**src/rtl/pc_fetch.sv**
```systemverilog
// pc_fetch: PC register and instruction-fetch sequencer for the rvseed core.
// Holds the architectural PC. It fetches the word at that PC over a req/gnt +
// rvalid handshake, then presents the word downstream with valid/ready. The
// next-PC mux result is loaded only when downstream accepts the instruction.
module pc_fetch #(
    parameter int                   CPU_WIDTH = 32,
    parameter logic [CPU_WIDTH-1:0] RESET_PC  = 32'h8000_0000,
    parameter int                   TIMEOUT   = 64
) (
    input  logic                 clk,
    input  logic                 rst_n,
    input  logic [CPU_WIDTH-1:0] i_next_pc,
    output logic [CPU_WIDTH-1:0] o_curr_pc,
    output logic                 o_pc_ena,
    output logic                 o_imem_req,
    output logic [CPU_WIDTH-1:0] o_imem_addr,
    input  logic                 i_imem_gnt,
    input  logic                 i_imem_rvalid,
    input  logic [CPU_WIDTH-1:0] i_imem_rdata,
    input  logic                 i_imem_err,
    output logic [CPU_WIDTH-1:0] o_inst,
    output logic [CPU_WIDTH-1:0] o_inst_pc,
    output logic                 o_inst_valid,
    input  logic                 i_inst_ready,
    output logic                 o_fetch_fault,
    output logic [CPU_WIDTH-1:0] o_fault_addr,
    output logic [31:0]          o_fetch_cnt
);

    localparam int               CNT_W    = $clog2(TIMEOUT);
    localparam logic [CNT_W-1:0] CNT_LAST = CNT_W'(TIMEOUT - 1);

    typedef enum logic [2:0] {
        S_IDLE,
        S_REQ,
        S_WAIT_RSP,
        S_DELIVER,
        S_FAULT
    } state_t;

    state_t               r_state;
    state_t               w_next_state;
    logic [CPU_WIDTH-1:0] r_curr_pc;
    logic [CPU_WIDTH-1:0] r_inst;
    logic [CPU_WIDTH-1:0] r_inst_pc;
    logic [CPU_WIDTH-1:0] r_fault_addr;
    logic [31:0]          r_fetch_cnt;
    logic [CNT_W-1:0]     r_timeout_cnt;

    logic                 w_aligned;
    logic                 w_deliver;
    logic                 w_commit;
    logic                 w_rsp_ok;
    logic                 w_timed_out;
    logic                 w_enter_fault;

    // A PC that is not word-aligned can never be fetched and faults in REQ.
    assign w_aligned     = (r_curr_pc[1:0] == 2'b00);
    assign w_deliver     = (r_state == S_DELIVER);
    assign w_commit      = w_deliver && i_inst_ready;
    assign w_rsp_ok      = (r_state == S_WAIT_RSP) && i_imem_rvalid && !i_imem_err;
    assign w_timed_out   = (r_state == S_WAIT_RSP) && !i_imem_rvalid
                           && (r_timeout_cnt == CNT_LAST);
    assign w_enter_fault = (w_next_state == S_FAULT) && (r_state != S_FAULT);

    // The request is a decode of registered state and PC, never of imem inputs.
    assign o_imem_req    = (r_state == S_REQ) && w_aligned;
    assign o_imem_addr   = r_curr_pc;
    assign o_curr_pc     = r_curr_pc;
    assign o_inst_valid  = w_deliver;
    assign o_pc_ena      = w_commit;
    assign o_inst        = r_inst;
    assign o_inst_pc     = r_inst_pc;
    assign o_fetch_fault = (r_state == S_FAULT);
    assign o_fault_addr  = r_fault_addr;
    assign o_fetch_cnt   = r_fetch_cnt;

    // Next-state decode for the fetch sequence; FAULT is left only by reset.
    always_comb begin
        w_next_state = r_state;
        case (r_state)
            S_IDLE: w_next_state = S_REQ;
            S_REQ: begin
                if (!w_aligned) begin
                    w_next_state = S_FAULT;
                end else if (i_imem_gnt) begin
                    w_next_state = S_WAIT_RSP;
                end
            end
            S_WAIT_RSP: begin
                if (i_imem_rvalid) begin
                    w_next_state = i_imem_err ? S_FAULT : S_DELIVER;
                end else if (w_timed_out) begin
                    w_next_state = S_FAULT;
                end
            end
            S_DELIVER: begin
                if (i_inst_ready) begin
                    w_next_state = S_REQ;
                end
            end
            S_FAULT: w_next_state = S_FAULT;
            default: w_next_state = S_IDLE;
        endcase
    end

    // State register; reset parks in IDLE so no request goes out on the first cycle.
    always_ff @(posedge clk or negedge rst_n) begin
        if (!rst_n) begin
            r_state <= S_IDLE;
        end else begin
            r_state <= w_next_state;
        end
    end

    // PC and commit counter advance only when downstream accepts the instruction.
    always_ff @(posedge clk or negedge rst_n) begin
        if (!rst_n) begin
            r_curr_pc   <= RESET_PC;
            r_fetch_cnt <= 32'd0;
        end else if (w_commit) begin
            r_curr_pc   <= i_next_pc;
            r_fetch_cnt <= r_fetch_cnt + 32'd1;
        end
    end

    // Response watchdog: cleared while requesting, counts cycles waiting without rvalid.
    always_ff @(posedge clk or negedge rst_n) begin
        if (!rst_n) begin
            r_timeout_cnt <= '0;
        end else if (r_state == S_REQ) begin
            r_timeout_cnt <= '0;
        end else if ((r_state == S_WAIT_RSP) && !i_imem_rvalid && (r_timeout_cnt != CNT_LAST)) begin
            r_timeout_cnt <= r_timeout_cnt + CNT_W'(1);
        end
    end

    // Capture the returned word and its PC; held stable through any downstream stall.
    always_ff @(posedge clk or negedge rst_n) begin
        if (!rst_n) begin
            r_inst    <= '0;
            r_inst_pc <= '0;
        end else if (w_rsp_ok) begin
            r_inst    <= i_imem_rdata;
            r_inst_pc <= r_curr_pc;
        end
    end

    // Record the PC responsible for the fault on the way into FAULT.
    always_ff @(posedge clk or negedge rst_n) begin
        if (!rst_n) begin
            r_fault_addr <= '0;
        end else if (w_enter_fault) begin
            r_fault_addr <= r_curr_pc;
        end
    end

endmodule

```
**config.mk**
```make
export PLATFORM = sky130hd
export DESIGN_NAME = pc_fetch
export DESIGN_NICKNAME = d
export VERILOG_FILES = /design/src/rtl/pc_fetch.sv
export SDC_FILE = /design/constraint.sdc
export NUM_CORES = 1
export LEC_CHECK = 0
export BUFFER_PORTS_ARGS = -buffer_cell sky130_fd_sc_hd__buf_2
export CORE_ASPECT_RATIO = 0.7
export CORE_MARGIN = 3
export CORE_UTILIZATION = 53
export CTS_CLUSTER_SIZE = 14
export DETAILED_ROUTE_END_ITERATION = 12
export PLACE_DENSITY = 0.89
export SETUP_SLACK_MARGIN = 0.3
export SLEW_MARGIN = 0
export SYNTH_ARGS = -nofsm -noshare
export SYNTH_HDL_FRONTEND = slang
export SYNTH_SLANG_ARGS = --single-unit
export TNS_END_PERCENT = 30
```
**constraint.sdc**
```tcl
create_clock -name clk -period 3 [get_ports clk]
set_clock_uncertainty 0.05 [all_clocks]
set_input_delay 0.3 -clock clk [delete_from_list [all_inputs] [get_ports clk]]
set_output_delay 0.3 -clock clk [all_outputs]
set_load 0.01 [all_outputs]
```
### After elaboration in Yosys (flattened, before gate mapping)

Cells that the tools add are included.

| word-level totals | value |
|---|---|
| flip-flop bits (word level) | 169 |
| input bits | 70 |
| output and inout bits | 196 |
| logic and storage cells | 39 |

| operators by class | value |
|---|---|
| add/subtract/negate cells | 2 |
| equal/unequal tests | 8 |
| mux-type cells | 9 |
| reduce and logical (&&, ||, !) cells | 13 |

Operator list:

| kind | number |
|---|---|
| adder 32 x 1 -> 32 bit, second input constant | 1 |
| two-way mux 3 bit | 6 |
| one-hot mux 3 bit (5 select lines) | 1 |
| two-way mux 6 bit | 2 |
| logical AND 1 bit | 8 |
| adder 6 x 1 -> 6 bit, second input constant | 1 |
| equality test 3 x 2 -> 1 bit, second input constant | 2 |
| equality test 3 bit, second input constant | 2 |
| equality test 6 bit, second input constant | 1 |
| inequality test 6 bit, second input constant | 1 |
| equality test 3 x 1 -> 1 bit, second input constant | 1 |
| zero test 3 bit | 1 |
| inequality test 3 bit, second input constant | 1 |
| zero test 1 bit | 2 |
| zero test 2 bit | 1 |
| nonzero test 2 bit | 1 |

### Depth between registers and ports, before layout

| depth | value |
|---|---|
| word-level depth | 8 |
| gate-level depth with buffers | 7 |
| gate-level depth less buffers | 7 |

### Least setup slack after synthesis

No wires, ideal clock.

| path | value |
|---|---|
| kind | register -> register |
| start point | register r_timeout_cnt[0] |
| end point | register r_fault_addr[10] (netlist: o_fault_addr[10]) |
| library setup time | 0.125 ns |
| arrival | 1.632 ns |
| required time | 2.825 ns |
| setup slack | 1.192 ns |
| stages on the path, launching flop included | 7 |
| buffers on the path | 1 |
| clock period less this slack | 1.808 ns |
| cell sequence | dfrtp_1 > ha_1 > nand2_1 > o31ai_1 > a21oi_2 > buf_6 > mux2_4 |

| between the ends | value |
|---|---|
| word-level cells in the longest chain between the ends | 7 |

Ends and longest elaborated chain:

| element | line | RTL |
|---|---|---|
| from (decl) | 48 | `logic [CNT_W-1:0] r_timeout_cnt;` |
| from (signal assigned) | 134 | `r_timeout_cnt <= r_timeout_cnt + CNT_W'(1);` |
| equality test 6 bit | 63 | `&& (r_timeout_cnt == CNT_LAST);` |
| logical AND 1 bit | 63 |  |
| two-way mux 3 bit | 93 | `end else if (w_timed_out) begin` |
| two-way mux 3 bit | 91 | `if (i_imem_rvalid) begin` |
| one-hot mux 3 bit (5 select lines) | 81 | `case (r_state)` |
| equality test 3 bit | 64 | `assign w_enter_fault = (w_next_state == S_FAULT) && (r_state != S_FAULT);` |
| logical AND 1 bit | 64 |  |
| to (signal assigned) | 154 | `r_fault_addr <= r_curr_pc;` |
| to (decl) | 46 | `logic [CPU_WIDTH-1:0] r_fault_addr;` |

No other way between the ends.
A chain may end at the register's enable or synchronous reset.

### Worst setup path after layout

| path | value |
|---|---|
| start point | register r_state[2] |
| end point | output o_pc_ena |

| between the ends | value |
|---|---|
| word-level cells in the longest chain between the ends | 2 |

Ends and longest elaborated chain:

| element | line | RTL |
|---|---|---|
| from (decl) | 41 | `state_t r_state;` |
| from (signal assigned) | 112 | `r_state <= w_next_state;` |
| equality test 3 x 2 -> 1 bit | 59 | `assign w_deliver = (r_state == S_DELIVER);` |
| logical AND 1 bit | 60 | `assign w_commit = w_deliver && i_inst_ready;` |
| to (decl) | 14 | `output logic o_pc_ena,` |

No other way between the ends.

==> results.cfg <==
[detailed_routing]
viasPerCell = 5.24
drtPass1Iterations = 4
drc = 0
via_count = 5084
drtAntennaViolNets = 0
avgRoutedWirePerCell_um = 17.7
wl_um = 17200
drt_iter0_markers = 275

[synth]
synth_largest_area_cell = dfrtp_1
postSynthCellCount = 555
synth-warning-count = 0
synth.ff_latch_count = 169
synth.net_count = 627
yosysSeqAreaShare_pct = 59.8
synth_area_um2 = 7080
ys_types = 40
synth_edf_count = 0
synthFlopType = dfrtp_1
synth_area_leaders = dfrtp_1 59%, mux2_2 10%, mux2_4 6.2%, nand2_1 5.8%, buf_4 3.4%
synth.avg_cell_area_um2 = 12.8
synthArstFlopShare_pct = 100
synth_top_area_share_pct = 59.4

[global_route]
gr-usage-all-layers_pct = 23.0
grt_pass1_wl_um = 26200
grt_pass1_vias = 5033
grt_start_max_net_pins = 74
overflow = 0
antenna_found_initial = 0

[power]
cellPowerDensity_nw_per_um2 = 986
switching_power_w = 0.00307
swShare_pct = 34.8
peakVddDrop_mv = 0.566
p_int_w = 0.00576
power_frac_clock_pct = 24.0
power_frac_seq_pct = 41.6
comb_power_share_pct = 34.5
power.leakage_nw = 5.07

[worst_setup_path]
path_depth = 6
critPathBufInv = 4
cp.required_ns = 2.65
arrival_ns = 2.00
slowest_stage = dfrtp_1
worstSetupEndpointType = primary output
start_kind = flop
crit_path_cell_trace = nand3b_1, inv_1, nand2_2, inv_2, buf_4, buf_2
cpPeakStageDelay_ns = 0.45
crit_fanout = 21
reg2regPathDepth = 6
path_class = flop to primary output
path_delay_family = buffers and inverters

[clocking]
clock-root-buffer = clkbuf_16
clk_pin_slew_ns = 0.07
postCtsHoldBufs = 1
cts.sinks = 169
cts_inserted_buffers = 17
cts_htree_levels = 4
insertion_delay_ns = 0.41
postCtsSetupBuffers = 0
cts_buffer_depth = 2
postCtsResizedCells = 0
cts_tree = done

[sta]
fin_ws_ns = 0.653
setup_violations = 0
fin_setup_tns_ns = 0
drv_slew = 0
fin_crit_ns = 2.35
worst_pin_slew_ns = 0.757
rsz0062_at_grt = no
slew_headroom_pct = 49.4
hold_viol = 0
clock.fmax_mhz = 426
timing.final.crit_share_pct = 78.2

[cells_and_area]
final_area_um2 = 8950
antennaDiodeCount = 0
layout-drive-gt1-share_pct = 50.3
fill_cells = 921
multi_input_area_um2 = 2480
syn_to_final_growth_pct = 26.5
fin_util_pct = 70.4
register_area_um2 = 4230
nets = 868

[floorplan]
dieArea_um2 = 14800
start_util_pct = 55.6
die_w_um = 144
core_area_um2 = 12700
core.rowCount = 34
dieHeight_um = 103
io_pins = 266

[place]
placed_cell_area_um2 = 8360
hpwl_um = 12200
place_worst_setup_slack_ns = 0.794
routabilityCongestion = 0.812
place.port_buffers = 265

[outcome]
status = finished clean

[worst_hold_path]
min_path_type = input port to flop
holdPathStages = 3

[job]
maxCapViolations = 0
==> logic make-up after synthesis <==
logic type	share of synthesized area [%]
AND/OR/NAND/NOR	12.2
flip-flops	59.8
XOR/XNOR	4.46
multiplexers	17.1
adder cells (fa/ha/maj)	0.354
buffers and inverters	5.30
AO/OA/AOI/OAI	0.831
==> placed cells by master, fill, tap and decap left out, drive strengths merged, types with 2 or more instances in the layout <==
master	synthesis	routed
buf	48	272
dfrtp	168	168
nand2	112	112
mux2	97	97
xor2	23	23
clkbuf	3	19
nor3	16	16
nor2	13	13
xnor2	13	13
inv	8	13
nand3	10	10
nand4	8	8
and3	6	6
and4	5	5
clkinv	0	4
clkinvlp	0	3
nor3b	3	3
nand3b	2	2
o2111ai	2	2
and2	2	2
nor4	2	2
o211ai	2	2
ha	2	2
o21ai	2	2
==> path summary, 6_finish.rpt <==
kind / startpoint / to / slack, ns
min in group asynchronous: rst_n / o_fetch_cnt[18] / 0.38
max: r_state[2] / o_pc_ena / 0.65
max reg2reg: r_timeout_cnt[0] / o_fault_addr[2] / 0.77
min: i_next_pc[7] / o_curr_pc[7] / 0.03
min reg2reg: o_fetch_cnt[31] / o_fetch_cnt[31] / 0.43
max in group asynchronous: rst_n / o_curr_pc[14] / 1.64
==> routing by layer <==
metal	track usage, %	wire [um]	vias to the layer above
met5	0	0	-
met4	6.01	199	0
met3	5.75	1190	19
met2	39.3	8570	199
met1	29.6	7260	2539
li1	-	-	2327
==> state kept, by name, indices dropped and copies added (netlist names) <==
signal         cells
o_inst_pc         32
o_fault_addr      32
o_inst            32
r_state            3
o_fetch_cnt       32
o_curr_pc         32
r_timeout_cnt      6
==> synth_stat cells (all sizes together) (2+ instances only) <==
cell	number
nand4	8
nor4	2
nor3	16
o21ai	2
xnor2	13
nor2	13
clkbuf	3
ha	2
buf	48
and3	6
o211ai	2
mux2	97
and4	5
inv	8
nand3	10
xor2	23
o2111ai	2
and2	2
nand3b	2
nor3b	3
nand2	112
dfrtp	168
==> power groups by stage <==
stage	clock network, W	logic, W	registers [W]
2_1_floorplan	0	0.00170	0.00391
3_3_place_gp	0	0.00298	0.00364
3_5_place_dp	0	0.00308	0.00369
4_1_cts	0.00216	0.00309	0.00366
5_1_grt	0.00226	0.00332	0.00378
6_report	0.00212	0.00304	0.00367
==> worst min-delay path: cells and delay by family <==
kind	cells	cell delay, ns
buffers and inverters	1	0.07
and+or+nand+nor	2	0.08
==> through the flow <==
stage / hold slack (ns) / power, W / std cells
final: 0.0293 / 0.00883 / 971
after global routing: 0.0160 / 0.00935 / 971
after CTS: 0.0113 / 0.00891 / 971
after detailed placement: 0.265 / 0.00677 / 938
after global placement: 0.262 / 0.00661 / 938
after floorplan: -0.0456 / 0.00562 / 555
==> area by class of cell <==
class,instances,share of cell area [%]
Clock inverter,13,1.50
Inverter,8,0.335
Tap cell,162,2.26
Sequential cell,169,47.3
Multi-Input combinational cell,327,27.7
Clock buffer,19,4.95
Timing Repair Buffer,273,16.0
Note: power is estimated with default switching activity, not from simulation.
